File: config.mk
export PLATFORM = sky130hd
export DESIGN_NAME = phase_timer
export DESIGN_NICKNAME = d
export VERILOG_FILES = /design/src/rtl/phase_timer.sv
export SDC_FILE = /design/constraint.sdc
export NUM_CORES = 1
export LEC_CHECK = 0
export ABC_AREA = 1
export CAP_MARGIN = 10
export CELL_PAD_IN_SITES_DETAIL_PLACEMENT = 0
export CELL_PAD_IN_SITES_GLOBAL_PLACEMENT = 1
export CORE_MARGIN = 10
export CORE_UTILIZATION = 30
export CTS_CLUSTER_SIZE = 14
export DETAILED_ROUTE_END_ITERATION = 6
export HOLD_SLACK_MARGIN = 0.06
export PLACE_DENSITY = 0.72
export RECOVER_POWER = 50
export SLEW_MARGIN = 20
export SYNTH_ARGS = -nofsm -noshare
export SYNTH_HDL_FRONTEND = slang
export SYNTH_SLANG_ARGS = --single-unit
File: constraint.sdc
create_clock -name clock -period 1.75 [get_ports clock]
set_clock_uncertainty 0.15 [all_clocks]
set_input_delay 0.35 -clock clock [delete_from_list [all_inputs] [get_ports clock]]
set_output_delay 0.35 -clock clock [all_outputs]
set_load 0.01 [all_outputs]
File: src/rtl/phase_timer.sv
// Per-phase cycle counter; expired is registered and reflects the count currently held.
module phase_timer #(
  parameter int unsigned W = 8
) (
  input  logic         clock,
  input  logic         reset,
  input  logic         clear,
  input  logic         enable,
  input  logic [W-1:0] limit,
  output logic         expired
);

  logic [W-1:0] count;
  logic [W-1:0] count_nxt;

  always_comb begin
    count_nxt = count;
    if (clear) begin
      count_nxt = '0;
    end else if (enable) begin
      count_nxt = count + W'(1);
    end
  end

  always_ff @(posedge clock) begin
    if (reset) begin
      count   <= '0;
      expired <= 1'b0;
    end else begin
      count   <= count_nxt;
      expired <= (count_nxt == limit - W'(1));
    end
  end

endmodule

Word level (Yosys, flattened, before mapping)
Index checks and enable logic that the tools add are counted.
{"block": "totals", "register_bits": 9, "latchBits": 0, "ramBits": 0, "rom_bits": 0, "wordCells": 7, "mem_count": 0}
{"block": "op_classes", "addsub": 2, "multipliers": 0, "div": 0, "n_lt_le_gt_ge": 0, "n_eq_ne": 1, "n_shift": 0, "n_mux": 2, "n_bitwise": 0, "n_reduce_logical": 0}
{"operator": "8-bit two-way mux", "n": 2}
{"operator": "8-bit by 1-bit adder with 8-bit output, second input constant", "n": 1}
{"operator": "8-bit == test", "n": 1}
{"operator": "8-bit by 1-bit subtractor with 8-bit output, second input constant", "n": 1}

Longest topological paths before layout
{"block": "depth", "depth_word": 4, "mapped_depth": 12, "ltp_nobuf": 12}

Least setup slack after synthesis
OpenSTA, ideal clock, no wires.
{"block": "synth_path", "path_kind": "input to register", "startpoint": "input port limit[0]", "endpoint": "register expired", "arrival_ns": 1.265, "path_slack_ns": 0.273, "cell_stages": 9, "path_buffers": 0, "cell_sequence": "inv_1 > ha_1 > nor2_1 > nor2_1 > xor2_1 > nand3_1 > nor2_1 > nand2_1 > nor2_2"}
{"block": "synth_via", "elab_chain_len": 2}
{"item": "from (decl)", "line_no": "9", "text": "input logic [W-1:0] limit,"}
{"item": "8-bit by 1-bit subtractor with 8-bit output", "line_no": "31", "text": "expired <= (count_nxt == limit - W'(1));"}
{"item": "8-bit == test", "line_no": "31"}
{"item": "to (signal assigned)", "line_no": "31"}
{"item": "to (decl)", "line_no": "10", "text": "output logic expired"}
Every way passes these cells.
A chain may end at the register's enable or synchronous reset.

Final worst setup path
{"block": "layout_path", "startpoint": "input port limit[2]", "endpoint": "register expired"}
The elaborated chain is that of the path after synthesis.

==> impl_results.md <==
* Final hold violations at 0
* Gpl congestion at roughly 0.75
* Clk slew on worst S/H paths at 0.06 ns
* Die height at between 70 and 80 um
* Synth Register Bits at 9
* Crit-path slowest cell: clkdlybuf4s50_1
* WL final at about 1900 um
* # rows at 18
* EDFF count, synth at 0
* Top cells by count, synth: nand2_1, inv_1, nor2_1
* Sink Count at 9
* Ranking of synthesized cells by area: dfxtp_1, nand2_1, inv_1
* Endpoints failing setup at 0
* RSZ-0062 raised after global routing: no
* R2r worst-path depth at 11
* Number of global-route vias before repair at just under 800
* Routed WL per cell at approximately 9.3 um
* Crit. End Element: flop
* Fmax achieved at between 600 and 700 MHz
* Power share of the combinational group at 0.245
* Pwr dens at 460 nW/um^2
* GR peak layer: met2
* Hold_ws at approximately 0.46 ns
* CP Launch Type: primary input
* Synth Warn # at 0
* H-Tree Depth at 1
* Reg-to-reg slack, setup at 0.19 ns
* Synth Flop Type: dfxtp_1
* Peak supply drop at 0.177 mV
* Clock share of power at 0.325
* DIE WIDTH at ~71 um
* Final Util at 0.427
* First-pass GRT wire length at between 3000 and 4000 um
* Seq pwr share at 0.430
* IO Count at 13
* Initial antenna violation count at 0
* Area delta synth->final at 36.2%
* Clk root buf: clkbuf_4
* Hold path cells at 4
* CP most frequent cell: nand2_1
* Vias at approximately 880
* Slowest stage delay, CP at 0.44 ns
* ANT nets after route at 0
* CP arrival at roughly 1.7 ns
* Cts-stage hold buffer count at 0
* Area leader, netlist: dfxtp_1
* Syn_area_per_cell at ~5.4 sq um
* DRT Pass-1 Iters at 4
* Number of max-cap violations at 0
* Overall routing resource usage at 0.0719
* I/O Buffers at 12
* Sequential area share after synthesis at 0.232
* Data required time of the worst path at between 1.5 and 2 ns
* Slew headroom at 0.850
* Number of diodes at 0
* Crit-path max FO at 4
* Max Root-Sink Buffers at 2
* Fin crit period at between 1.5 and 2 ns
* Routing usage on met1 at 0.0781
* Final std cells w/o fill at 200
* Core footprint at 2480 sq um
* Max-slew violation count at 0
* Worst path cell trace: clkdlybuf4s50_1 > nor2_1 > nand2_1 > nor2_1 > nand2_1 > nand2_1 > inv_1 > nand2_1 > nand2_1 > nor2_1 > nand2_1 > nor2_2
* Largest net degree at the start of global routing at 9
* Detail Placement HPWL at around 1600 um
* Worst R2R End: expired
* # nets final at 185
* Syn nets at 158
* CTS buffer count at 3
* Initial Utilization at 0.314
* Leak Pwr at around 0.57 nW
* NetSw at 0.000134 W
* Initial DRC count at 23
* Latest clock arrival within the worst-skew pair at between 0.2 and 0.3 ns
* Via density at around 4.4
* Post-synth ARST share at 0
* Placed insts at slightly below 200
* Post-synth top area share at 0.232
* Share of layout cells above drive strength 1 at 0.147
* Area of the mapped netlist at a little under 800 sq um
* Most frequent cell after synthesis: nand2_1
* Switching portion of total power at 0.275
* Hold Path Sink: count[1]
* Period utilization at 0.935
* Met3 Track Usage GR at 0.0126
* Final Total Pwr at between 0.0004 and 0.0005 W
* Cells after synthesis at about 140
* CTS tree: built
* WS Path Type: in2reg
* Grt total ovfl at 0
* Status: complete, no violations
* HP Start: count[1]
* Global Route met2 Usage at 0.129
* Die area at 5030 sq um
* Internal power at ~0.00035 W
* Unique masters post-synth at 17
* Worst Tran Pin Value at about 0.22 ns
* Tightest Hold Check Type: reg2reg
* DRC viols at 0
* Worst r2r src: count[0]
## critical path: cells and delay by family
kind                   cells  cell delay [ns]
and+or+nand+nor           10             0.83
buffers and inverters      2             0.48
## what timing repair did
| action | in CTS | in global routing |
|---|---|---|
| pin swaps | 1 | 2 |
| buffers inserted | 1 | 0 |
| endpoints found under the setup margin | 1 | 1 |
| gates resized for setup | 2 | 5 |
| cloned | 0 | 0 |
## worst max-delay path by stage
stage	cells after the start	from	end	slack (ns)
CTS	11	limit[0]	expired	0.02
floorplan	9	limit[0]	expired	0.27
finish	12	limit[2]	expired	0.11
global placement	11	limit[0]	expired	-0.28
global route	11	count[1]	expired	0.01
detailed placement	11	limit[0]	expired	-0.30
## power groups by stage
| stage | Combinational, W | Sequential [W] | Clock [W] |
|---|---|---|---|
| CTS | 0.000118 | 0.000209 | 0.000161 |
| detailed placement | 0.000117 | 0.000214 | 0 |
| finish | 0.000119 | 0.000209 | 0.000158 |
| global placement | 0.000116 | 0.000214 | 0 |
| floorplan | 0.0000614 | 0.000213 | 0 |
| global route | 0.000135 | 0.000209 | 0.000174 |
## registers in the layout, summed over array words and instances (netlist names)
signal and flops:
expired 1, count 8
## cells by family after synthesis
kind of cell / after synthesis / share of synthesized area
AOI/OAI and AO/OA: 4 / 0.0370
buffers and inverters: 30 / 0.145
adders and majority gates: 2 / 0.0322
and+or+nand+nor: 97 / 0.531
DFF: 9 / 0.232
xor gates and xnor gates: 2 / 0.0225
## area by class of cell
class,count,area [sq um]
clock buffers,4,26.3
fillers,279,1420
inverters,29,109
multi-input cells,105,499
flip-flops and latches,9,180
well taps,30,37.5
repair buffers,23,206
## cell usage in the layout, fill, tap and decap left out
| master | instances |
|---|---|
| ha_4 | 1 |
| o21bai_1 | 1 |
| ha_1 | 1 |
| dlymetal6s2s_1 | 2 |
| a21oi_1 | 1 |
| nand4_1 | 3 |
| dfxtp_1 | 9 |
| xor2_1 | 2 |
| clkbuf_1 | 1 |
| buf_4 | 11 |
| o21ai_1 | 1 |
| o21bai_2 | 1 |
| nand3_1 | 19 |
| dlygate4sd2_1 | 1 |
| nand2_1 | 46 |
| nor2_1 | 23 |
| nor2_2 | 2 |
| clkdlybuf4s50_1 | 9 |
| clkbuf_4 | 3 |
| nor2_4 | 1 |
| inv_1 | 26 |
| nand2_2 | 3 |
| inv_2 | 3 |
## layer usage
metal	vias up	share of wire	wire length, um
li1	490	-	-
met1	375	0.49	906
met2	14	0.47	874
met3	2	0.032	59
met4	0	0.013	25
met5	-	0	0
## stage by stage
stage / TNS, ns / area [sq um] / worst slack, ns
after floorplan: 0 / 777 / 0.273
final: 0 / 1060 / 0.113
after global routing: 0 / 1060 / 0.0138
after CTS: 0 / 1040 / 0.0157
after detailed placement: -0.552 / 1010 / -0.302
after global placement: -0.461 / 1010 / -0.276
No activity file was read; power rests on OpenSTA's default activity.
